<file path="config.mk">
export PLATFORM = sky130hd
export DESIGN_NAME = huffman_encoder
export DESIGN_NICKNAME = d
export VERILOG_FILES = /design/src/rtl/huffman_pkg.sv /design/src/rtl/huffman_code_rom.sv /design/src/rtl/huffman_encoder.sv
export SDC_FILE = /design/constraint.sdc
export NUM_CORES = 1
export LEC_CHECK = 0
export CORE_MARGIN = 2
export CORE_UTILIZATION = 40
export DETAILED_ROUTE_END_ITERATION = 10
export PLACE_DENSITY = 0.72
export SYNTH_ARGS = -nofsm -noshare
export SYNTH_HDL_FRONTEND = slang
export SYNTH_SLANG_ARGS = --single-unit
</file>
<file path="constraint.sdc">
create_clock -name clk -period 1.9 [get_ports clk]
set_clock_uncertainty 0.05 [all_clocks]
set_input_delay 0.285 -clock clk [delete_from_list [all_inputs] [get_ports clk]]
set_output_delay 0.285 -clock clk [all_outputs]
set_load 0.005 [all_outputs]
</file>
<file path="src/rtl/huffman_pkg.sv">
// Shared definitions for the bit-serial Huffman link (encoder and decoder).
// Codes are stored left-aligned: the first transmitted bit sits in code[8].
package huffman_pkg;

  localparam int SYM_W        = 5;
  localparam int MAX_CODE_LEN = 9;
  localparam int NUM_SYMS     = 18;

  typedef struct packed {
    logic [3:0] len;
    logic [8:0] code;
  } huff_code_t;

  // Canonical code table; len == 0 marks an illegal symbol (0, 19..31).
  function automatic huff_code_t huff_lookup(input logic [SYM_W-1:0] sym);
    huff_code_t c;
    c.len  = 4'd0;
    c.code = 9'd0;
    case (sym)
      5'd1: begin c.len = 4'd1; c.code = 9'b0_00000000; end
      5'd2: begin c.len = 4'd2; c.code = 9'b10_0000000; end
      5'd3: begin c.len = 4'd4; c.code = 9'b1100_00000; end
      5'd4: begin c.len = 4'd4; c.code = 9'b1101_00000; end
      5'd5: begin c.len = 4'd4; c.code = 9'b1110_00000; end
      5'd6: begin c.len = 4'd6; c.code = 9'b111100_000; end
      5'd7: begin c.len = 4'd6; c.code = 9'b111101_000; end
      5'd8: begin c.len = 4'd7; c.code = 9'b1111100_00; end
      default: begin
        // Symbols 9..18 take consecutive 9-bit codes starting at 111110100.
        if (sym >= 5'd9 && sym <= 5'd18) begin
          c.len  = 4'd9;
          c.code = 9'b111110100 + {4'd0, sym - 5'd9};
        end
      end
    endcase
    return c;
  endfunction

endpackage

</file>
<file path="src/rtl/huffman_code_rom.sv">
// Purely combinational symbol-to-code table for the Huffman encoder.
module huffman_code_rom
  import huffman_pkg::*;
(
  input  logic [SYM_W-1:0] sym_i,
  output huff_code_t       code_o
);

  // Table lookup; illegal symbols come back with len == 0.
  always_comb begin
    code_o = huff_lookup(sym_i);
  end

endmodule

</file>
<file path="src/rtl/huffman_encoder.sv">
// Serial Huffman encoder: accepts symbols 1..18 over valid/ready and shifts
// the canonical code out MSB-first, one bit per clock, with no gap between
// back-to-back codes.
// Optional feature: define HUFF_ENC_ERR_CHECK_EN to get a registered one-cycle
// err_out pulse after each illegal symbol; otherwise err_out is tied low.
module huffman_encoder
  import huffman_pkg::*;
#(
  parameter int CNT_W = 16
) (
  input  logic             clk,
  input  logic             rst,
  input  logic [SYM_W-1:0] sym_in,
  input  logic             sym_valid,
  output logic             sym_ready,
  output logic             bit_out,
  output logic             bit_valid,
  output logic             bit_first,
  output logic             busy,
  output logic             err_out,
  output logic [CNT_W-1:0] sym_count
);

  typedef enum logic {IDLE = 1'b0, SHIFT = 1'b1} state_t;

  state_t           state_q, state_d;
  logic [8:0]       sreg_q, sreg_d;
  logic [3:0]       cnt_q, cnt_d;      // bits left, including the one on bit_out
  logic             first_q, first_d;
  logic [CNT_W-1:0] sym_count_q, sym_count_d;

  huff_code_t rom_code;
  logic       accept;
  logic       legal;
  logic       last_bit;

  huffman_code_rom u_rom (
    .sym_i  (sym_in),
    .code_o (rom_code)
  );

  assign legal    = (rom_code.len != 4'd0);
  assign last_bit = (state_q == SHIFT) && (cnt_q == 4'd1);
  // rst gates ready so nothing is advertised while the link is held in reset.
  assign sym_ready = !rst && ((state_q == IDLE) || last_bit);
  assign accept    = sym_valid && sym_ready;

  assign busy      = (state_q == SHIFT);
  assign bit_valid = busy;
  assign bit_out   = busy && sreg_q[8];
  assign bit_first = busy && first_q;
  assign sym_count = sym_count_q;

  // State, shift register and symbol counter.
  always_ff @(posedge clk or posedge rst) begin
    if (rst) begin
      state_q     <= IDLE;
      sreg_q      <= '0;
      cnt_q       <= '0;
      first_q     <= 1'b0;
      sym_count_q <= '0;
    end else begin
      state_q     <= state_d;
      sreg_q      <= sreg_d;
      cnt_q       <= cnt_d;
      first_q     <= first_d;
      sym_count_q <= sym_count_d;
    end
  end

  // Next state: a legal accept (from IDLE or on the last bit) reloads directly,
  // otherwise keep shifting until the counter runs out.
  always_comb begin
    state_d     = state_q;
    sreg_d      = sreg_q;
    cnt_d       = cnt_q;
    first_d     = 1'b0;
    sym_count_d = sym_count_q;
    if (accept && legal) begin
      state_d     = SHIFT;
      sreg_d      = rom_code.code;
      cnt_d       = rom_code.len;
      first_d     = 1'b1;
      sym_count_d = sym_count_q + CNT_W'(1);
    end else if (state_q == SHIFT) begin
      if (cnt_q == 4'd1) begin
        state_d = IDLE;
        sreg_d  = '0;
        cnt_d   = '0;
      end else begin
        sreg_d = {sreg_q[7:0], 1'b0};
        cnt_d  = cnt_q - 4'd1;
      end
    end
  end

`ifdef HUFF_ENC_ERR_CHECK_EN
  logic err_q;

  // One-cycle error pulse after an illegal symbol is consumed.
  always_ff @(posedge clk or posedge rst) begin
    if (rst) begin
      err_q <= 1'b0;
    end else begin
      err_q <= accept && !legal;
    end
  end

  assign err_out = err_q;
`else
  assign err_out = 1'b0;
`endif

endmodule
</file>
==> results.sh, run 1 <==
export IMPL_mostFrequentLayoutCells="buf_4, dfrtp_1, clkdlybuf4s50_1, buf_6, xor2_1"
export IMPL_numCtsBuffers=5
export IMPL_synthSimpleGateAreaFrac_pct=22.6
export IMPL_r2r_cells=9
export IMPL_nNetsFinal=305
export IMPL_route_vias_total=1909
export IMPL_layout_cells_non_filler=358
export IMPL_die_area_um2=5700
export IMPL_synth_compound_area_share_pct=16.5
export IMPL_clockPowerShare_pct=20.1
export IMPL_grt_first_pass_wirelength_mm=9.05
export IMPL_core_um2=5010
export IMPL_pwr_share_comb_pct=50.2
export IMPL_synth_cell_area_um2=2040
export IMPL_synth_distinct_cells=58
export IMPL_grt_overflow=0
export IMPL_slowest_delay_ns=0.41
export IMPL_cts_tree="done"
export IMPL_synth_xor_area_share_pct=7.71
export IMPL_timing_fmax_mhz=485
export IMPL_peakVddDrop_uv=548
export IMPL_intPower_uw=2240
export IMPL_num_rows=26
export IMPL_clk_root_buffer_cell="clkbuf_8"
export IMPL_cts_sinks=31
export IMPL_hold_slack_ns=0.364
export IMPL_cp_max_fo=8
export IMPL_fin_ws_ns=-0.162
export IMPL_p_sw_share_pct=35.6
export IMPL_fin_crit_ns=2.06
export IMPL_placed_cells=326
export IMPL_ys_ff_latch=31
export IMPL_clk_latency_ns=0.30
export IMPL_syn_area_per_cell_um2=10.6
export IMPL_drcViolationCount=0
export IMPL_pwr_share_seq_pct=29.7
export IMPL_synthFlopType="dfrtp_1"
export IMPL_die_h_um=75.5
export IMPL_initial_core_util_pct=40.8
export IMPL_antenna_found_initial=0
export IMPL_rsz0062_at_grt="yes"
export IMPL_h_tree_depth=2
export IMPL_totalPowerFinal_uw=3480
export IMPL_port_buffers=28
export IMPL_hold_viol=0
export IMPL_period_share_pct=109
export IMPL_hp_class="input pin to asynchronous set/reset pin"
export IMPL_grt_pass1_vias=1906
export IMPL_dp_hpwl_mm=3.66
export IMPL_finalSetupViolations=30
export IMPL_leakage_uw=0.00151
export IMPL_cts_buffer_depth=2
export IMPL_drive_above_1_share_pct=46.9
export IMPL_synth_top_family_by_area="simple AND/OR/NAND/NOR gates"
export IMPL_synthCells=192
export IMPL_seq_area_frac_synth_pct=37.9
export IMPL_syn_nets=210
export IMPL_first_pass_iters=4
export IMPL_wl_per_cell_um=16.4
export IMPL_start_kind="flop"
export IMPL_status="complete, but fails checks"
export IMPL_io_pins=30
export IMPL_synth_edf_count=0
export IMPL_critical_path_slowest_cell="or3b_4"
export IMPL_path_class="flop to flop"
export IMPL_p_per_area_nw_per_um2=1060
export IMPL_rr_endpoint="sreg_q[1]"
export IMPL_synth_adder_area_share_pct=6.12
export IMPL_ys_warn_count=0
export IMPL_maxCapViolations=0
export IMPL_slew_violations=0
export IMPL_final_common_cell="buf_4"
export IMPL_r2r_setup_slack_ns=-0.16
export IMPL_synthArstFlopShare_pct=100
export IMPL_viasPerCell=5.33
export IMPL_grt_start_max_net_pins=20
export IMPL_syn2layout_area_growth_pct=61.1
export IMPL_p_switching_uw=1240
export IMPL_critPathRequiredTime_ns=2.08
export IMPL_cp_cell_sequence="inv_2 -> ha_4 -> or3b_4 -> a21oi_4 -> nand2_4 -> buf_12 -> buf_8 -> nor3_4 -> a221o_1"
export IMPL_timing_rr_start="cnt_q[1]"
export IMPL_place_congestion=0.809
export IMPL_drt_iter0_markers=128
export IMPL_arrival_ns=2.24
export IMPL_antenna_cells=0
export IMPL_clkTransAtPathRegs_ns=0.07
export IMPL_track_usage_pct=21.2
export IMPL_synthMuxAreaShare_pct=3.18
export IMPL_postRouteAntennaNets=0
export IMPL_endpoint_kind="flop"
export IMPL_violations="setup timing"
export IMPL_fp_dieW_um=75.5
export IMPL_drt_wl_total_mm=5.87
-- flip-flops by register name (all words and copies together) (netlist names) --
register and cells:
first_q 1, bit_valid 1, cnt_q 4, sym_count 16, sreg_q 9
-- worst max-delay path: cells and delay by family (launching register included) --
| family | cells | cell delay, ns |
|---|---|---|
| simple gates | 3 | 0.71 |
| flops | 1 | 0.40 |
| buf+inv | 3 | 0.39 |
| compound gates | 2 | 0.32 |
| fa+ha+maj | 1 | 0.12 |
-- power by group through the flow --
stage	Clock (uW)	Combinational, uW	Sequential (uW)
2_1_floorplan	0	660	994
3_5_place_dp	0	1230	1020
6_report	698	1750	1040
4_1_cts	702	1520	1020
5_1_grt	737	1880	1060
3_3_place_gp	0	1200	1010
-- final cells by class --
type                       instances  area [um^2]
timing repair buffer              97          860
fill                             374         1720
multi-input combinational        140         1400
inverter                          12         47.5
clock inverter                     2         35.0
tap                               70         87.6
clock buffer                       6         82.6
sequential                        31          777
-- how the worst max path moves through the flow --
stage                          from      endpoint  cells after the start
final                      cnt_q[1]     sreg_q[1]                      9
after global routing       cnt_q[1]     sreg_q[5]                      8
after CTS                  cnt_q[1]  sym_count[5]                      8
after detailed placement  sym_in[1]     sreg_q[2]                      9
after global placement    sym_in[1]      cnt_q[3]                      9
after floorplan            cnt_q[1]  sym_count[1]                      7
-- cells by family after synthesis --
group / count (synthesis)
AO/OA/AOI/OAI: 39
XOR/XNOR: 18
adder cells (fa/ha/maj): 10
buffers and inverters: 21
flip-flops: 31
multiplexers: 5
other: 1
AND/OR/NAND/NOR: 67
-- synth_stat cells (2+ instances only) --
cell type / number / area share [%]
buf_6: 4 / 2.2
a21oi_1: 7 / 1.7
ha_1: 10 / 6.1
buf_4: 2 / 0.73
clkbuf_1: 2 / 0.37
a21oi_2: 3 / 1.3
dfrtp_1: 31 / 38
xnor2_1: 4 / 1.7
nor3_2: 5 / 2.4
nand4_1: 5 / 1.5
or2_1: 2 / 0.61
a221o_1: 5 / 2.4
and3_1: 2 / 0.61
nand2_1: 13 / 2.4
mux2_4: 3 / 2.2
nor4_1: 4 / 1.2
inv_1: 12 / 2.2
o21ai_1: 2 / 0.49
nor2_1: 3 / 0.55
or3_1: 2 / 0.61
nor4_4: 2 / 2.1
and2_1: 4 / 1.2
xor2_1: 14 / 6.0
o21ai_0: 6 / 1.5
nand3_1: 7 / 1.7
mux2i_1: 2 / 0.98
nor3_1: 5 / 1.2
-- stage by stage --
stage          setup WS (ns)  util (%)  setup TNS, ns  area [um^2]
2_1_floorplan        -0.0735         -         -0.430         2090
3_3_place_gp          -0.757      54.6         -19.10         2740
3_5_place_dp          -0.813      54.6         -20.59         2740
4_1_cts               -0.158      62.3          -2.84         3120
5_1_grt               -0.230      65.7          -4.34         3290
6_report              -0.162      65.7          -2.40         3290
-- repair_timing --
action,4_1_cts,5_1_grt
buffers inserted,18,8
endpoints found under the setup margin,34,32
hold endpoints to repair,0,0
gates cloned,0,0
resized for setup,52,28
hold buffers,0,0
pin swaps,31,23
-- per-layer routing --
metal  part of all wire (%)  global-route usage, %
met5                      0                      0
met4                    2.1                   10.1
met1                     41                   27.5
met2                     51                   34.0
met3                    5.8                   4.23
Note: power is estimated with default switching activity, not from simulation.
==> run 2, diff against run 1 <==
--- a/config.mk
+++ b/config.mk
@@ -5,6 +5,7 @@
 export SDC_FILE = /design/constraint.sdc
 export NUM_CORES = 1
 export LEC_CHECK = 0
+export ABC_AREA = 1
 export CORE_MARGIN = 2
 export CORE_UTILIZATION = 40
 export DETAILED_ROUTE_END_ITERATION = 10
==> run 2 against run 1 <==
The run now ends clean; fmax rose by 14%; utilization decreased by 7.7 points; non-clock buffer count shrank 27; highest routed layer unchanged; worst hold slack better by 0.0098 ns; setup slack gained 0.25 ns; clock-buffer cell count unchanged; cell count increased by 20%; critical path type unchanged; area after synthesis increased by 3.9%.
==> results.sh, run 2 <==
export IMPL_initial_core_util_pct=41.6
export IMPL_mostFrequentLayoutCells="nand2_1, buf_4, inv_1, nand3_1, dfrtp_1"
export IMPL_slew_violations=0
export IMPL_final_common_cell="nand2_1"
export IMPL_die_h_um=76.9
export IMPL_drt_wl_total_mm=5.62
export IMPL_start_kind="flop"
export IMPL_nNetsFinal=376
export IMPL_p_sw_share_pct=38.0
export IMPL_fp_dieW_um=76.9
export IMPL_grt_overflow=0
export IMPL_antenna_found_initial=0
export IMPL_hold_viol=0
export IMPL_maxCapViolations=0
export IMPL_path_class="flop to flop"
export IMPL_grt_first_pass_wirelength_mm=9.58
export IMPL_synth_most_common_cell="nand2_1"
export IMPL_drcViolationCount=0
export IMPL_intPower_uw=1880
export IMPL_clkTransAtPathRegs_ns=0.06
export IMPL_synthCells=287
export IMPL_clk_root_buffer_cell="clkbuf_8"
export IMPL_totalPowerFinal_uw=3030
export IMPL_hp_class="input pin to flop"
export IMPL_timing_fmax_mhz=553
export IMPL_cts_buffer_depth=2
export IMPL_port_buffers=28
export IMPL_hold_slack_ns=0.374
export IMPL_numCtsBuffers=5
export IMPL_drt_iter0_markers=87
export IMPL_critical_path_slowest_cell="dfrtp_1"
export IMPL_dp_hpwl_mm=3.59
export IMPL_endpoint_kind="flop"
export IMPL_yosys_area_top_type_share_pct=36.5
export IMPL_yosysTopAreaCell="dfrtp_1"
export IMPL_io_pins=30
export IMPL_grt_start_max_net_pins=32
export IMPL_track_usage_pct=20.5
export IMPL_arrival_ns=1.93
export IMPL_fin_crit_ns=1.81
export IMPL_wl_per_cell_um=13.1
export IMPL_cts_sinks=31
export IMPL_syn_area_per_cell_um2=7.40
export IMPL_synth_distinct_cells=32
export IMPL_status="completed"
export IMPL_ys_warn_count=0
export IMPL_drive_above_1_share_pct=24.9
export IMPL_pwr_share_comb_pct=46.7
export IMPL_critPathRequiredTime_ns=2.02
export IMPL_path_buf_inv=4
export IMPL_hold_buffers=0
export IMPL_synthFlopType="dfrtp_1"
export IMPL_antenna_cells=0
export IMPL_finalSetupViolations=0
export IMPL_synth_cell_area_um2=2120
export IMPL_cp_cell_sequence="inv_2 -> ha_2 -> nand3_1 -> nand2_2 -> inv_2 -> nor2_4 -> nand2_2 -> inv_4 -> nand2_8 -> bufbuf_16 -> nand3_1 -> nand2_1"
export IMPL_cp_top_family="simple AND/OR/NAND/NOR gates"
export IMPL_syn2layout_area_growth_pct=39.5
export IMPL_ys_ff_latch=31
export IMPL_p_per_area_nw_per_um2=1020
export IMPL_pwr_share_seq_pct=35.7
export IMPL_synth_common_cells="nand2_1, inv_1, dfrtp_1, nand3_1, nor2_1"
export IMPL_postRouteAntennaNets=0
export IMPL_p_switching_uw=1150
export IMPL_place_congestion=0.931
export IMPL_seq_area_frac_synth_pct=36.5
export IMPL_clk_latency_ns=0.29
export IMPL_route_vias_total=2089
export IMPL_cts_tree="done"
export IMPL_first_pass_iters=4
export IMPL_h_tree_depth=2
export IMPL_synth_edf_count=0
export IMPL_viasPerCell=4.88
export IMPL_syn_nets=305
export IMPL_leakage_uw=0.00148
export IMPL_num_rows=26
export IMPL_slowest_delay_ns=0.39
export IMPL_synth_area_top_cells="dfrtp_1, nand2_1, nand3_1, inv_1, ha_1"
export IMPL_largest_reg_flops=16
export IMPL_synthArstFlopShare_pct=100
export IMPL_die_area_um2=5910
export IMPL_grt_pass1_vias=2161
export IMPL_clockPowerShare_pct=17.6
export IMPL_cp_max_fo=7
export IMPL_core_um2=5110
export IMPL_peakVddDrop_uv=538
export IMPL_period_share_pct=95.2
==> run 2: cell type report <==
type	count	area [um^2]
clock buffers	6	82.6
clock inverters	1	5.00
fillers	460	2140
inverters	41	169
multi-input cells	208	1200
flip-flops and latches	31	776
well taps	70	87.6
repair buffers	70	637
repair inverters	1	8.76
==> run 2: through the flow <==
stage	instances	worst slack (ns)	util (%)	cell area, um^2	TNS [ns]
floorplan	287	0.157	-	2120	0
global placement	405	-0.387	51.7	2640	-11.40
detailed placement	405	-0.498	51.7	2640	-14.26
CTS	425	0.0166	57.0	2910	0
global route	428	-0.0378	58.0	2960	-0.161
finish	428	0.0903	58.0	2960	0
==> run 2: layer usage <==
layer	vias to the layer above	wire length, um	global-route usage (%)
li1	1048	-	-
met3	22	235	5.06
met1	964	2210	22.4
met4	0	180	10.2
met5	-	0	0
met2	55	3000	36.7
==> run 2: worst reg2reg max path, delay by kind of cell (launching register included) <==
kind                       cells  cell delay [ns]
DFF                            1             0.39
and+or+nand+nor                7             0.59
adders and majority gates      1             0.17
buffers and inverters          4             0.50
==> run 2: power groups by stage <==
stage	clock [uW]	sequential, uW	combinational (uW)
detailed placement	0	1090	1300
finish	534	1080	1420
floorplan	0	1070	741
global placement	0	1090	1250
global route	570	1120	1580
CTS	545	1080	1370
==> run 2: cells by family (layout without fill, tap and decap cells) <==
family	after synthesis	after routing	share of synthesized area (%)
simple gates	161	162	34.1
buf+inv	49	119	11.2
flops	31	31	36.5
compound gates	20	20	5.95
xor+xnor	15	15	6.18
fa+ha+maj	10	10	5.89
other cells	1	1	0.177
==> run 2: final timing paths <==
check                      cells after the start   endpoint  slack (ns)      start
hold reg to reg                                2  sreg_q[3]        0.45  sreg_q[2]
setup / recovery                              12  sreg_q[0]        0.09   cnt_q[1]
hold / removal                                 5  sreg_q[0]        0.37  sym_in[0]
min in group asynchronous                      3   cnt_q[1]        0.42        rst
max in group asynchronous                      3  sreg_q[3]        1.08        rst
setup reg to reg                              12  sreg_q[0]        0.09   cnt_q[1]
==> run 2: timing repair <==
action / CTS / global route
setup buffers: 10 / 3
setup endpoints to repair: 32 / 31
gates resized for setup: 23 / 19
cloned: 3 / 0
pin swaps: 7 / 6
